[src/rtl/coin_acceptor.sv]
// Coin-slot front end: synchronises and debounces the nickel/dime sensors,
// queues qualified coins in a small FIFO and paces them out as coin codes.
module coin_acceptor #(
    parameter int DEBOUNCE     = 3,
    parameter int PULSE_CYCLES = 1,
    parameter int GAP_CYCLES   = 2,
    parameter int DEPTH        = 4
) (
    input  logic       clock,
    input  logic       reset,
    input  logic       nickel_in,
    input  logic       dime_in,
    input  logic       accept_en,
    output logic [1:0] coin,
    output logic       reject,
    output logic       busy,
    output logic [2:0] pending
);

    localparam logic [3:0] DB_M1     = 4'(DEBOUNCE - 1);
    localparam logic [3:0] DB_MAX    = 4'(DEBOUNCE);
    localparam logic [3:0] PULSE_LEN = 4'(PULSE_CYCLES);
    localparam logic [3:0] GAP_LEN   = 4'(GAP_CYCLES);
    localparam logic [2:0] DEPTH_C   = 3'(DEPTH);
    localparam logic [2:0] LAST_PTR  = 3'(DEPTH - 1);

    typedef enum logic [1:0] {
        IDLE  = 2'd0,
        DRIVE = 2'd1,
        GAP   = 2'd2
    } state_t;

    logic [1:0] raw_w;
    logic [1:0] s_sync;
    logic [1:0] qual;
    logic [1:0] vld_q;
    logic       jam;
    logic       coin_valid;
    logic [1:0] code;
    logic       push;
    logic       pop;
    logic       drop;
    logic       coin_clr;

    assign raw_w = {dime_in, nickel_in};

    // Synchroniser output is only trusted once two post-reset samples have
    // passed through it, so a sensor held high through reset never arms.
    always_ff @(posedge clock) begin
        if (reset) begin
            vld_q <= 2'b00;
        end else begin
            vld_q <= {vld_q[0], 1'b1};
        end
    end

    genvar gi;
    generate
        for (gi = 0; gi < 2; gi++) begin : g_chan
            logic       meta_q;
            logic       sync_q;
            logic [3:0] cnt_q;
            logic [3:0] cnt_d;
            logic       armed_q;
            logic       armed_d;

            assign s_sync[gi] = sync_q;
            assign qual[gi]   = armed_q && sync_q && (cnt_q == DB_M1);

            always_comb begin
                cnt_d   = cnt_q;
                armed_d = armed_q;
                if (!sync_q) begin
                    cnt_d = 4'd0;
                end else if (cnt_q != DB_MAX) begin
                    cnt_d = cnt_q + 4'd1;
                end
                if (vld_q[1] && !sync_q) begin
                    armed_d = 1'b1;
                end else if (qual[gi] || jam) begin
                    armed_d = 1'b0;
                end
            end

            always_ff @(posedge clock) begin
                if (reset) begin
                    meta_q  <= 1'b0;
                    sync_q  <= 1'b0;
                    cnt_q   <= 4'd0;
                    armed_q <= 1'b0;
                end else begin
                    meta_q  <= raw_w[gi];
                    sync_q  <= meta_q;
                    cnt_q   <= cnt_d;
                    armed_q <= armed_d;
                end
            end
        end
    endgenerate

    // Both sensors high when either qualifies means two coins in the slot.
    assign jam        = (|qual) && (&s_sync);
    assign coin_valid = (|qual) && !jam;
    assign code       = qual[0] ? 2'b01 : 2'b10;

    logic [1:0] mem [DEPTH];
    logic [2:0] wr_ptr_q;
    logic [2:0] rd_ptr_q;
    logic [2:0] count_q;
    logic [2:0] count_d;

    assign push = coin_valid && accept_en && ((count_q != DEPTH_C) || pop);
    assign drop = coin_valid && !push;

    always_comb begin
        count_d = count_q;
        unique case ({push, pop})
            2'b10:   count_d = count_q + 3'd1;
            2'b01:   count_d = count_q - 3'd1;
            default: count_d = count_q;
        endcase
    end

    always_ff @(posedge clock) begin
        if (push) begin
            mem[wr_ptr_q] <= code;
        end
    end

    always_ff @(posedge clock) begin
        if (reset) begin
            wr_ptr_q <= 3'd0;
            rd_ptr_q <= 3'd0;
            count_q  <= 3'd0;
        end else begin
            if (push) begin
                wr_ptr_q <= (wr_ptr_q == LAST_PTR) ? 3'd0 : wr_ptr_q + 3'd1;
            end
            if (pop) begin
                rd_ptr_q <= (rd_ptr_q == LAST_PTR) ? 3'd0 : rd_ptr_q + 3'd1;
            end
            count_q <= count_d;
        end
    end

    state_t     state_q;
    state_t     state_d;
    logic [3:0] pcnt_q;
    logic [3:0] pcnt_d;
    logic [1:0] coin_q;
    logic       reject_q;
    logic       busy_q;

    always_comb begin
        state_d  = state_q;
        pcnt_d   = pcnt_q;
        pop      = 1'b0;
        coin_clr = 1'b0;
        unique case (state_q)
            IDLE: begin
                if (count_q != 3'd0) begin
                    pop     = 1'b1;
                    state_d = DRIVE;
                    pcnt_d  = 4'd1;
                end
            end
            DRIVE: begin
                if (pcnt_q == PULSE_LEN) begin
                    coin_clr = 1'b1;
                    state_d  = GAP;
                    pcnt_d   = 4'd1;
                end else begin
                    pcnt_d = pcnt_q + 4'd1;
                end
            end
            GAP: begin
                if (pcnt_q == GAP_LEN) begin
                    state_d = IDLE;
                    pcnt_d  = 4'd0;
                end else begin
                    pcnt_d = pcnt_q + 4'd1;
                end
            end
            default: begin
                state_d = IDLE;
                pcnt_d  = 4'd0;
            end
        endcase
    end

    // coin_q doubles as the FIFO's registered read port.
    always_ff @(posedge clock) begin
        if (reset) begin
            state_q  <= IDLE;
            pcnt_q   <= 4'd0;
            coin_q   <= 2'b00;
            reject_q <= 1'b0;
            busy_q   <= 1'b0;
        end else begin
            state_q  <= state_d;
            pcnt_q   <= pcnt_d;
            reject_q <= drop || jam;
            busy_q   <= (count_d != 3'd0) || (state_d != IDLE);
            if (pop) begin
                coin_q <= mem[rd_ptr_q];
            end else if (coin_clr) begin
                coin_q <= 2'b00;
            end
        end
    end

    assign coin    = coin_q;
    assign reject  = reject_q;
    assign busy    = busy_q;
    assign pending = count_q;

endmodule

[config.mk]
export PLATFORM = sky130hd
export DESIGN_NAME = coin_acceptor
export DESIGN_NICKNAME = d
export VERILOG_FILES = /design/src/rtl/coin_acceptor.sv
export SDC_FILE = /design/constraint.sdc
export NUM_CORES = 1
export LEC_CHECK = 0
export BUFFER_PORTS_ARGS = -buffer_cell sky130_fd_sc_hd__clkbuf_2
export CELL_PAD_IN_SITES_DETAIL_PLACEMENT = 1
export CELL_PAD_IN_SITES_GLOBAL_PLACEMENT = 2
export CORE_ASPECT_RATIO = 1.5
export CORE_MARGIN = 2
export CORE_UTILIZATION = 26
export CTS_CLUSTER_DIAMETER = 150
export CTS_CLUSTER_SIZE = 30
export DETAILED_ROUTE_END_ITERATION = 6
export GPL_ROUTABILITY_DRIVEN = 0
export PLACE_DENSITY_LB_ADDON = 0.15
export SYNTH_ARGS = -nofsm -noshare
export SYNTH_HDL_FRONTEND = slang
export SYNTH_SLANG_ARGS = --single-unit
[constraint.sdc]
create_clock -name clock -period 6 [get_ports clock]
set_input_delay 1.2 -clock clock [delete_from_list [all_inputs] [get_ports clock]]
set_output_delay 1.2 -clock clock [all_outputs]
set_load 0.03 [all_outputs]
Word level (Yosys, flattened, before mapping)
Memory sizes are Yosys's and may differ from the RTL's. A register that Yosys moved wholly into a read port is not among the register bits. Cells that the tools add are included. W data, S select, Z words.

Memories: 1. Register bits: 35. Input bits: 5. RAM bits: 8. Logic and storage cells: 100.

Memory list: mem (depth 4, width 2, rd ports 1, clocked after memory_dff 1, wr ports 1, RTL line 106) `logic [1:0] mem [DEPTH];`.

Bitwise gates (word level): 2. Eq/ne operators: 14. Reductions and logical operators: 31. Add/sub/neg operators: 7. Mux-type cells: 27.

Operators with widths (count): $mux W2 (8); $add A4 B1 Y4 const B (3); $eq A4 B2 Y1 const B (3); $mux W4 (3); $pmux W4 S3 (1); $logic_and A1 B1 Y1 (11); $mux W1 (11); $add A3 B1 Y3 const B (3); $ne A4 B2 Y1 const B (2); $reduce_bool A2 Y1 (4); $eq A3 B2 Y1 const B (2); $mux W3 (2); $pmux W2 S3 (1); $pmux W3 S2 (1); $reduce_bool A3 Y1 (2); $reduce_or A2 Y1 (3); $logic_or A1 B1 Y1 (5); $eq A2 B1 Y1 const B (2); $eq A2 B2 Y1 const B (2); $eq A4 B1 Y1 const B (1); $logic_not A1 Y1 (4); $ne A3 B3 Y1 const B (1); $sub A3 B1 Y3 const B (1); $logic_not A2 Y1 (1); 3 further kinds (4).

Depth between registers and ports, before layout
Gate-level depths: netlist of run 1.

Depth after elaboration: 12. Mapped depth: 10.

Worst setup path after synthesis of run 1
No wires, ideal clock.

Kind: input -> register. From: input accept_en. To: register busy_q, in the netlist busy. Required time: 5.867 ns. Library setup time: 0.133 ns. Setup slack: 2.907 ns. Arrival time: 2.961 ns. Cell stages on the path: 8. Path buffers: 0. Path through: a21bo_2 -> a21oi_1 -> nor2_1 -> fa_1 -> or3_1 -> o22ai_2 -> xnor2_1 -> a31oi_1.

Cells in the longest elaborated chain, start to end: 6. Elaborated cells on any way between the ends: 7. Those cells by class: eq/ne: 2; mux: 1; reduce/logical: 4.

RTL lines: start: declaration (RTL line 13) `input logic accept_en,`; $logic_and A1 B1 Y1 (*) (2 in series) (RTL line 112) `assign push = coin_valid && accept_en && ((count_q != DEPTH_C) || pop);`; $eq A2 B1 Y1 / $eq A2 B2 Y1 (equally long branches) (RTL line 117) `unique case ({push, pop})`; $pmux W3 S2 (*) (RTL line 117); $reduce_bool A3 Y1 (*) (RTL line 203) `busy_q <= (count_d != 3'd0) || (state_d != IDLE);`; $logic_or A1 B1 Y1 (*) (RTL line 203); end signal: assignment (RTL line 203); end: declaration (RTL line 152) `logic busy_q;`.

Every way passes the cells marked *; elsewhere a longest branch is shown, timed or not. A chain may end at the register's enable or synchronous reset.

Final worst setup path of run 1
Same ends and word-level chain as after synthesis.

==> results of run 1 <==
[state kept, by name, summed over array words and instances, names as in the netlist, 2 cells and up, named ones only]
signal          flops
g_chan.armed_q      2
wr_ptr_q            3
mem                 8
coin                2
rd_ptr_q            3
g_chan.meta_q       2
g_chan.cnt_q        8
pending             3
pcnt_q              4
g_chan.sync_q       2
vld_q               2
state_q             2
[cell usage after synthesis (2+ instances only)]
cell type   n  area (µm²)
mux4_2      2        45.0
o21ai_0     4        20.0
a21oi_1    12        60.1
inv_1       7        26.3
a31oi_1     2        12.5
clkbuf_1    3        11.3
mux2i_1     3        30.0
nor3_1      3        15.0
or3_1       3        18.8
o21ai_1     2        10.0
nand2_1    22        82.6
dfxtp_1    37         741
and3_1      2        12.5
edfxtp_1    8         240
nand3b_1    2        15.0
and3_2      4        30.0
nand3_1     6        30.0
nand4_1     3        18.8
a211oi_1    3        22.5
buf_6       2        22.5
nand2b_1    3        18.8
nor2_1     27         101
ha_1        9         113
nor2b_1     8        50.1
xnor2_1     4        35.0
xor2_1      3        26.3
[power by group]
group	total, W	switching (W)	internal (W)
logic	0.000231	0.000137	0.0000943
clock network	0.000270	0.000116	0.000154
registers	0.000380	0.0000418	0.000338
[worst reg2reg max path: stages (launching register included)]
cell and delay, ps:
dfxtp_1 340, inv_1 70, ha_1 150, nand4_1 310, a21oi_1 440, nor2_1 110, fa_1 390, or3_1 400
o22ai_2 170, xnor2_1 160, a31oi_1 100
[metrics by stage]
step | instance area [µm²] | worst slack [ps] | utilization (%) | cells
final | 2290 | 2970 | 30.2 | 317
after global routing | 2290 | 2810 | 30.2 | 317
after CTS | 2290 | 2950 | 30.2 | 317
after detailed placement | 2140 | 2630 | 28.3 | 309
after global placement | 2140 | 2690 | 28.3 | 309
after floorplan | 2010 | 2910 | - | 203
[layer usage]
layer / global-route usage, % / share of wire, % / vias up
li1: - / - / 716
met1: 12.9 / 40 / 706
met2: 21.2 / 56 / 9
met3: 2.71 / 1.8 / 6
met4: 5.26 / 2.2 / 0
met5: 0 / 0 / -
[how the worst max path moves through the flow]
stage,slack [ps],endpoint
finish,2970,busy
global route,2810,busy
detailed placement,2630,busy
floorplan,2910,busy
global placement,2690,busy
CTS,2950,busy
[cell type report]
class	count	area, µm²
clock inverter	2	15.0
timing repair buffer	11	55.1
sequential	45	981
tap	102	128
inverter	7	26.3
fill	874	5280
clock buffer	6	129
multi-input combinational	144	953
[logic make-up after synthesis]
kind of cell,after synthesis
simple gates,88
xor+xnor,7
fa+ha+maj,10
mux,7
flops,45
compound gates,32
buf+inv,14
==> summary.md, run 1 <==
| Metric | Value |
|---|---|
| Critical path launch point type | `input port` |
| Detailed-route via count | `1,437` |
| RSZ-0062 raised after global routing | `no` |
| NumNets Final | `229` |
| Row cnt | `39` |
| Synth Area in Simple Gates | `21.4%` |
| Worst endpoint data arrival time | `3180 ps` |
| Run status | `finished, final reports clean` |
| Mapped cell area | `2010 µm²` |
| Largest family of logic cells by synthesized area | `simple AND/OR/NAND/NOR gates` |
| Number of CTS-inserted buffers | `5` |
| EDFF count, synth | `8` |
| Crit Reg-Reg Startpoint | `g_chan[0].cnt_q[0]` |
| Worst-path cell chain | `clkbuf_2 -> a21bo_2 -> a21oi_1 -> nor2_1 -> fa_1 -> or3_1 -> o22ai_2 -> xnor2_1 -> a31oi_1` |
| Routed Antenna Nets | `0` |
| Initial drt markers | `29` |
| Final Hold Viols | `0` |
| Crit Path Class | `input port to flop` |
| Die ar. | `8450 µm²` |
| Post-route clock period utilization | `50.5%` |
| Setup TNS Final | `0 ps` |
| First-pass GRT wire length | `7560 µm` |
| P_leak | `0.859 nW` |
| Hold endpoint | `vld_q[1]` |
| Hold Worst Slack | `442 ps` |
| Worst Hold Depth | `1` |
| Final HPWL DP | `3350 µm` |
| Width of the die | `75.7 µm` |
| Hold Path Origin | `vld_q[0]` |
| # setup viols final | `0` |
| Avg Cell Area, Syn | `9.89 µm²` |
| Gate count after technology mapping | `203` |
| Maximum vdd ir drop | `108 µV` |
| R2R depth | `10` |
| CTS sink cnt | `45` |
| Compound-Gate Fraction of Synth Area | `11.0%` |
| Fmax | `330 MHz` |
| Clock Tree Buf Depth | `2` |
| Post-CTS Resized | `0` |
| Fin Clk Skew | `4.66 ps` |
| H-tree level count | `2` |
| Prevailing post-synth register cell | `dfxtp_1` |
| Initial core utilization | `26.5%` |
| Area delta synth->final | `14.0%` |
| Final Power | `0.000881 W` |
| 1st-pass router iterations | `3` |
| Post-Route WL | `4370 µm` |
| Core area | `7560 µm²` |
| Synth Register Bits | `45` |
| Most common cell after layout, fill and taps aside | `dfxtp_1` |
| Synth Warn # | `0` |
| Slew @ Worst Pin | `532 ps` |
| Pin count of the biggest net entering global routing | `26` |
| Via/cell ratio | `4.53` |
| Worst R2R End | `busy` |
| Crit path launch | `accept_en` |
| Antenna cell count | `0` |
| Mux contribution to synthesized area | `5.42%` |
| Synth cell types | `45` |
| All-Layer GR Usage | `11.9%` |
| Final Critical Period | `3030 ps` |
| Synth Area in Adders | `6.61%` |
| Slowest-stage cell, CP | `or3_1` |
| Post-Synth XOR/XNOR Area | `3.05%` |
| Clk_lat worst skew | `280 ps` |
| CTS Root Buffer Type | `clkbuf_16` |
| Boundary Pins | `12` |
| Maximum fanout along the worst path | `3` |
| Hold_buf cts | `0` |
| Post-synthesis sequential area ratio | `48.9%` |
| WP buf/inv | `1` |
| I/O Buffers | `11` |
| Routed len/inst | `13.8 µm` |
| Slew Limit Headroom | `64.6%` |
| CP delay by family, top | `compound AO/OA/AOI/OAI gates` |
| Cell area power density | `385 nW/µm²` |
| Total gr overflow | `0` |
| Delay of the slowest cell on the worst path | `400 ps` |
| Number of global-route vias before repair | `1,549` |
| Clk slew on worst S/H paths | `60 ps` |
| Max Cap Viol | `0` |
| Crit. End Element | `flop` |
| Async S/R FF share, synth | `0%` |
| Fraction of layout instances using a drive strength above 1 | `15.8%` |
| Worst hold path type | `flop to flop` |
| Synthesized Nets | `218` |
| Drc violations | `0` |
| Initial antenna violation count | `0` |
| Critical path depth in cells | `9` |
| Final Max Tran Viols | `0` |
| Postcts setup bufs | `0` |
| Most frequent cells in the layout | `37 x dfxtp_1, 27 x nor2_1, 22 x nand2_1, 12 x a21oi_1, 11 x clkbuf_2` |
| Required time of the critical path | `6150 ps` |
| Die Span Y | `112 µm` |
| Reg2Reg Setup Slack | `3210 ps` |
| CTS tree | `done` |
No activity file was read; power rests on OpenSTA's default activity.
==> run 2: changes to the inputs <==
==> constraint.sdc (replaced) <==
create_clock -name clock -period 2.85 [get_ports clock]
set_input_delay 0.57 -clock clock [delete_from_list [all_inputs] [get_ports clock]]
set_output_delay 0.57 -clock clock [all_outputs]
set_load 0.03 [all_outputs]
==> run 2 against run 1 <==
- clock power grew 110%
- first-iteration DRC count up 10%
- register-to-register slack got worse by 2800 ps
==> summary.md, run 2 (synthesis gave the netlist of run 1 again) <==
| Metric | Value |
|---|---|
| Slew @ Worst Pin | `434 ps (-97.8 ps)` |
| I/O Buffers | `11 (unchanged)` |
| Hold Path Origin | `g_chan[0].meta_q` |
| Fin Clk Skew | `2.51 ps (-2.15 ps)` |
| Initial drt markers | `32 (+10%)` |
| Post-CTS Resized | `0 (unchanged)` |
| Width of the die | `75.7 µm (unchanged)` |
| Critical path launch point type | `flop` |
| Die ar. | `8450 µm² (unchanged)` |
| Maximum fanout along the worst path | `8 (+5)` |
| Fin cells | `321 (+1.3%)` |
| Run status | `finished, final reports clean` |
| Combinational fraction of design power | `26.8% (+0.6 points)` |
| 1st-pass router iterations | `3 (unchanged)` |
| Dpl cells | `313 (+1.3%)` |
| Most common cell after layout, fill and taps aside | `dfxtp_1` |
| Final HPWL DP | `3630 µm (+8.3%)` |
| CTS sink cnt | `45 (unchanged)` |
| Initial antenna violation count | `0 (unchanged)` |
| Worst Hold Depth | `1 (unchanged)` |
| Pint | `0.00124 W (+110%)` |
| CTS tree | `done` |
| Largest regs | `g_chan.cnt_q (8), mem (8), pcnt_q (4)` |
| Reg2Reg Setup Slack | `400 ps (-2810 ps)` |
| Worst endpoint data arrival time | `2610 ps (-570 ps)` |
| NumNets Final | `233 (+1.7%)` |
| Clk pwr share | `30.7% (about the same)` |
| # setup viols final | `0 (unchanged)` |
| Worst R2R End | `busy` |
| Routed Antenna Nets | `0 (unchanged)` |
| Seq pwr share | `42.5% (-0.6 points)` |
| Hold endpoint | `g_chan[0].sync_q` |
| R2R depth | `8 (-2)` |
| Clk slew on worst S/H paths | `60 ps (about the same)` |
| Final Hold Viols | `0 (unchanged)` |
| Number of global-route vias before repair | `1,649 (+6.5%)` |
| Die Span Y | `112 µm (unchanged)` |
| Area delta synth->final | `15.4%` |
| Clk_lat worst skew | `290 ps (about the same)` |
| Max Cap Viol | `0 (unchanged)` |
| All-Layer GR Usage | `12.3% (+0.44 points)` |
| Net Sw Power | `0.000627 W (+110%)` |
| Clock Tree Buf Depth | `2 (unchanged)` |
| Most frequent cells in the layout | `37 x dfxtp_1, 27 x nor2_1, 22 x nand2_1, 12 x a21oi_1, 11 x clkbuf_2` |
| Crit. End Element | `flop` |
| Fraction of layout instances using a drive strength above 1 | `17.4% (+1.5 points)` |
| Hold_buf cts | `0 (unchanged)` |
| Setup TNS Final | `0 ps (unchanged)` |
| First-pass GRT wire length | `7820 µm (+3.5%)` |
| Crit Reg-Reg Startpoint | `pending[0]` |
| Row cnt | `39 (unchanged)` |
| Number of CTS-inserted buffers | `5 (unchanged)` |
| Crit Path Class | `flop to flop` |
| Fmax | `409 MHz` |
| Sw Share | `33.5% (+0.16 points)` |
| Post-route clock period utilization | `85.9%` |
| Pin count of the biggest net entering global routing | `15 (-42%)` |
| Required time of the critical path | `3020 ps (-3130 ps)` |
| Drc violations | `0 (unchanged)` |
| Slew Limit Headroom | `71.0% (+6.4 points)` |
| Antenna cell count | `0 (unchanged)` |
| Postcts setup bufs | `0 (unchanged)` |
| CTS Root Buffer Type | `clkbuf_16` |
| Final Critical Period | `2450 ps` |
| Routed len/inst | `14.3 µm (+3.7%)` |
| Boundary Pins | `12 (unchanged)` |
| Cell area power density | `807 nW/µm² (+110%)` |
| Core area | `7560 µm² (unchanged)` |
| Crit path launch | `pending[0]` |
| Maximum vdd ir drop | `235 µV (+120%)` |
| Hold Worst Slack | `441 ps (-1.16 ps)` |
| RSZ-0062 raised after global routing | `no` |
| Worst hold path type | `flop to flop` |
| Initial core utilization | `26.5% (unchanged)` |
| P_leak | `0.883 nW (+2.8%)` |
| Detailed-route via count | `1,468 (+2.2%)` |
| Total gr overflow | `0 (unchanged)` |
| Via/cell ratio | `4.57 (+0.88%)` |
| H-tree level count | `2 (unchanged)` |
| Post-Route WL | `4590 µm (+5.0%)` |
| Final Max Tran Viols | `0 (unchanged)` |
| Post-layout util | `30.6% (+0.38 points)` |
[run 2: changes by cell type in the layout (fill, tap and decap cells not counted), sizes merged]
cell      change
clkinvlp      -1
inv           +1
buf           +4
[run 2: worst max path at each step]
stage | to | slack [ps] | cells after the start
after detailed placement | busy | 320 | 9
after global routing | busy | 260 | 8
after CTS | busy | 350 | 8
final | busy | 400 | 8
after global placement | busy | 380 | 9
after floorplan | busy | 390 | 8
[run 2: stage by stage]
step	cell area [µm²]	power (W)	setup slack [ps]
2_1_floorplan	2010	0.00119	387
3_3_place_gp	2170	0.00132	375
3_5_place_dp	2170	0.00133	316
4_1_cts	2320	0.00191	353
5_1_grt	2320	0.00199	260
6_report	2320	0.00187	403
[run 2: final cells by class]
cell class / count / area, µm²
clock buffer: 6 / 129
clock inverter: 2 / 13.8
fill: 873 / 5250
inverter: 7 / 26.3
multi-input combinational: 144 / 953
sequential: 45 / 981
tap: 102 / 128
timing repair buffer: 15 / 85.1
[run 2: critical path, stage by stage (launching register included)]
cell	delay [ps]
dfxtp_1	400
or3_1	420
nand2_2	220
nor2_1	90
fa_1	390
or3_1	390
o22ai_2	160
xnor2_1	160
a31oi_1	100
[run 2: metal layers]
metal,track usage (%),share of wire (%),up-vias
met5,0,0,-
li1,-,-,729
met1,11.8,36,720
met2,23.5,60,12
met4,5.26,2.4,0
met3,2.99,1.9,7
[run 2: power by group through the flow]
stage | Clock [W] | Combinational (W) | Sequential, W
2_1_floorplan | 0 | 0.000371 | 0.000818
3_5_place_dp | 0 | 0.000515 | 0.000811
4_1_cts | 0.000599 | 0.000517 | 0.000797
5_1_grt | 0.000620 | 0.000567 | 0.000806
6_report | 0.000574 | 0.000502 | 0.000794
3_3_place_gp | 0 | 0.000506 | 0.000809
==> run 3: changes to the inputs <==
--- a/config.mk
+++ b/config.mk
@@ -10,7 +10,7 @@
 export CELL_PAD_IN_SITES_GLOBAL_PLACEMENT = 2
 export CORE_ASPECT_RATIO = 1.5
 export CORE_MARGIN = 2
-export CORE_UTILIZATION = 26
+export CORE_UTILIZATION = 35
 export CTS_CLUSTER_DIAMETER = 150
 export CTS_CLUSTER_SIZE = 30
 export DETAILED_ROUTE_END_ITERATION = 6
==> run 3 against run 2 <==
- sequential share of layout area is 2.0 points higher
- via count hardly changed
- power is 9.4% lower
- cell count is 11% lower
- worst setup slack worse by 28 ps
- register-to-register slack worse by 30 ps
- cell area is 4.5% lower
- die area is 25% lower
- utilization is 9.7 points higher
- sequential power hardly changed
- highest routed layer unchanged
==> summary.md, run 3 (synthesis gave the netlist of run 1 again) <==
| Metric | Value |
|---|---|
| Run status | `finished, final reports clean` |
| Number of CTS-inserted buffers | `5 (unchanged)` |
| Pin count of the biggest net entering global routing | `26 (+11)` |
| Reg2Reg Setup Slack | `380 ps (-30 ps)` |
| WP buf/inv | `0 (unchanged)` |
| Slew Limit Headroom | `64.9% (-6.1 points)` |
| R2R depth | `8 (unchanged)` |
| Largest regs | `g_chan.cnt_q (8), mem (8), pcnt_q (4)` |
| CTS sink cnt | `45 (unchanged)` |
| Slowest-stage cell, CP | `dfxtp_1` |
| Worst-path cell chain | `or3_1 -> nand2_2 -> nor2_1 -> fa_1 -> or3_1 -> o22ai_2 -> xnor2_1 -> a31oi_1` |
| Number of global-route vias before repair | `1,583 (-4.0%)` |
| GRT met3 Usage | `2.91% (-0.079 points)` |
| Required time of the critical path | `3020 ps (about the same)` |
| Width of the die | `65.8 µm (-13%)` |
| Clk_lat worst skew | `300 ps (about the same)` |
| Initial core utilization | `36.5% (+10 points)` |
| P_leak | `0.851 nW (-3.7%)` |
| CTS Root Buffer Type | `clkbuf_8` |
| Boundary Pins | `12 (unchanged)` |
| Postcts setup bufs | `0 (unchanged)` |
| Crit. End Element | `flop` |
| Hold Worst Slack | `453 ps (+12.0 ps)` |
| Area delta synth->final | `10.2%` |
| # fillers | `647 (-26%)` |
| Worst R2R End | `busy` |
| Fraction of layout instances using a drive strength above 1 | `17.1% (-0.30 points)` |
| Post-CTS Resized | `0 (unchanged)` |
| Critical path launch point type | `flop` |
| Clk slew on worst S/H paths | `90 ps (+30 ps)` |
| Most common cell after layout, fill and taps aside | `dfxtp_1` |
| Place WS | `292 ps (-24.3 ps)` |
| Total gr overflow | `0 (unchanged)` |
| I/O Buffers | `11 (unchanged)` |
| Crit Reg-Reg Startpoint | `pending[0]` |
| Delay of the slowest cell on the worst path | `410 ps (about the same)` |
| Initial drt markers | `4 (-88%)` |
| Routed Antenna Nets | `0 (unchanged)` |
| Core area | `5490 µm² (-27%)` |
| CTS tree | `done` |
| CP delay by family, top | `simple AND/OR/NAND/NOR gates` |
| First-pass GRT wire length | `7140 µm (-8.6%)` |
| Clock Tree Buf Depth | `2 (unchanged)` |
| Detailed-route via count | `1,467 (-0.068%)` |
| Worst hold path type | `flop to flop` |
| Max Cap Viol | `0 (unchanged)` |
| Setup TNS Final | `0 ps (unchanged)` |
| Routed len/inst | `14.4 µm (+0.83%)` |
| Post-route clock period utilization | `86.8% (+0.98 points)` |
| Worst Hold Depth | `1 (unchanged)` |
| Antenna cell count | `0 (unchanged)` |
| Drc violations | `0 (unchanged)` |
| Fin Clk Skew | `5.91 ps (+3.41 ps)` |
| Critical path depth in cells | `8 (unchanged)` |
| Cell area power density | `766 nW/µm² (-5.1%)` |
| Post-Route WL | `4140 µm (-9.8%)` |
| Crit Path Class | `flop to flop` |
| Slew @ Worst Pin | `527 ps (+92.7 ps)` |
| Hold_buf cts | `0 (unchanged)` |
| # setup viols final | `0 (unchanged)` |
| Maximum vdd ir drop | `258 µV (+9.5%)` |
| RSZ-0062 raised after global routing | `no` |
| Fmax | `404 MHz (-1.1%)` |
| Met2 usage | `29.1% (+5.6 points)` |
| Initial antenna violation count | `0 (unchanged)` |
| Final HPWL DP | `3230 µm (-11%)` |
| 1st-pass router iterations | `3 (unchanged)` |
| Die Span Y | `96.7 µm (-13%)` |
| NumNets Final | `231 (-0.86%)` |
| Final WS setup | `375 ps (-28.1 ps)` |
| Hold Path Origin | `g_chan[0].meta_q` |
| Die ar. | `6370 µm² (-25%)` |
| Worst endpoint data arrival time | `2640 ps (+30 ps)` |
| Cell mode on critical path | `or3_1` |
| All-Layer GR Usage | `14.7% (+2.4 points)` |
| H-tree level count | `2 (unchanged)` |
| Gr busiest metal | `met2` |
| Maximum fanout along the worst path | `8 (unchanged)` |
| Via/cell ratio | `5.11 (+12%)` |
| Most frequent cells in the layout | `37 x dfxtp_1, 27 x nor2_1, 22 x nand2_1, 12 x a21oi_1, 11 x clkbuf_2` |
| Grt met1 use | `13.5% (+1.6 points)` |
| Row cnt | `33 (-15%)` |
| Final Critical Period | `2470 ps (+28.1 ps)` |
| Hold endpoint | `g_chan[0].sync_q` |
| Final Max Tran Viols | `0 (unchanged)` |
| Final Hold Viols | `0 (unchanged)` |
==> run 3: changes by cell type in the layout (fill, tap and decap cells not counted) <==
cell,change
buf_4,-2
clkbuf_1,-1
clkbuf_16,-5
clkbuf_8,+5
inv_4,-1
inv_6,+2
==> run 3: where the power goes <==
part	switching [W]	total, W	leakage [nW]	internal (W)
combinational	0.000287	0.000486	0.453	0.000199
sequential	0.0000861	0.000797	0.352	0.000711
clock	0.000232	0.000411	0.0452	0.000179
total	0.000605	0.00169	0.851	0.00109
==> run 3: worst max path at each step <==
stage | endpoint | slack (ps) | startpoint
6_report | busy | 380 | pending[0]
5_1_grt | busy | 250 | pending[0]
4_1_cts | busy | 350 | pending[0]
3_5_place_dp | busy | 290 | accept_en
3_3_place_gp | busy | 390 | accept_en
2_1_floorplan | busy | 390 | accept_en
==> run 3: through the flow <==
stage / instance area, µm² / instances / utilization, % / power, W
final: 2210 / 287 / 40.3 / 0.00169
after CTS: 2210 / 287 / 40.3 / 0.00173
after detailed placement: 2120 / 279 / 38.6 / 0.00131
after global routing: 2210 / 287 / 40.3 / 0.00181
after floorplan: 2010 / 203 / - / 0.00119
after global placement: 2120 / 279 / 38.6 / 0.00129
==> run 3: layout make-up <==
cell class	count	area (µm²)	area share (%)
timing repair buffer	13	70.1	3.17
multi-input combinational	144	953	43.1
inverter	7	26.3	1.19
clock inverter	3	25.0	1.13
sequential	45	981	44.3
clock buffer	5	68.8	3.11
tap	70	87.6	3.96
==> run 3: per-layer routing <==
metal / vias up / share of wire, %
li1: 721 / -
met2: 5 / 61
met5: - / 0
met1: 736 / 36
met4: 0 / 1.9
met3: 5 / 1.1
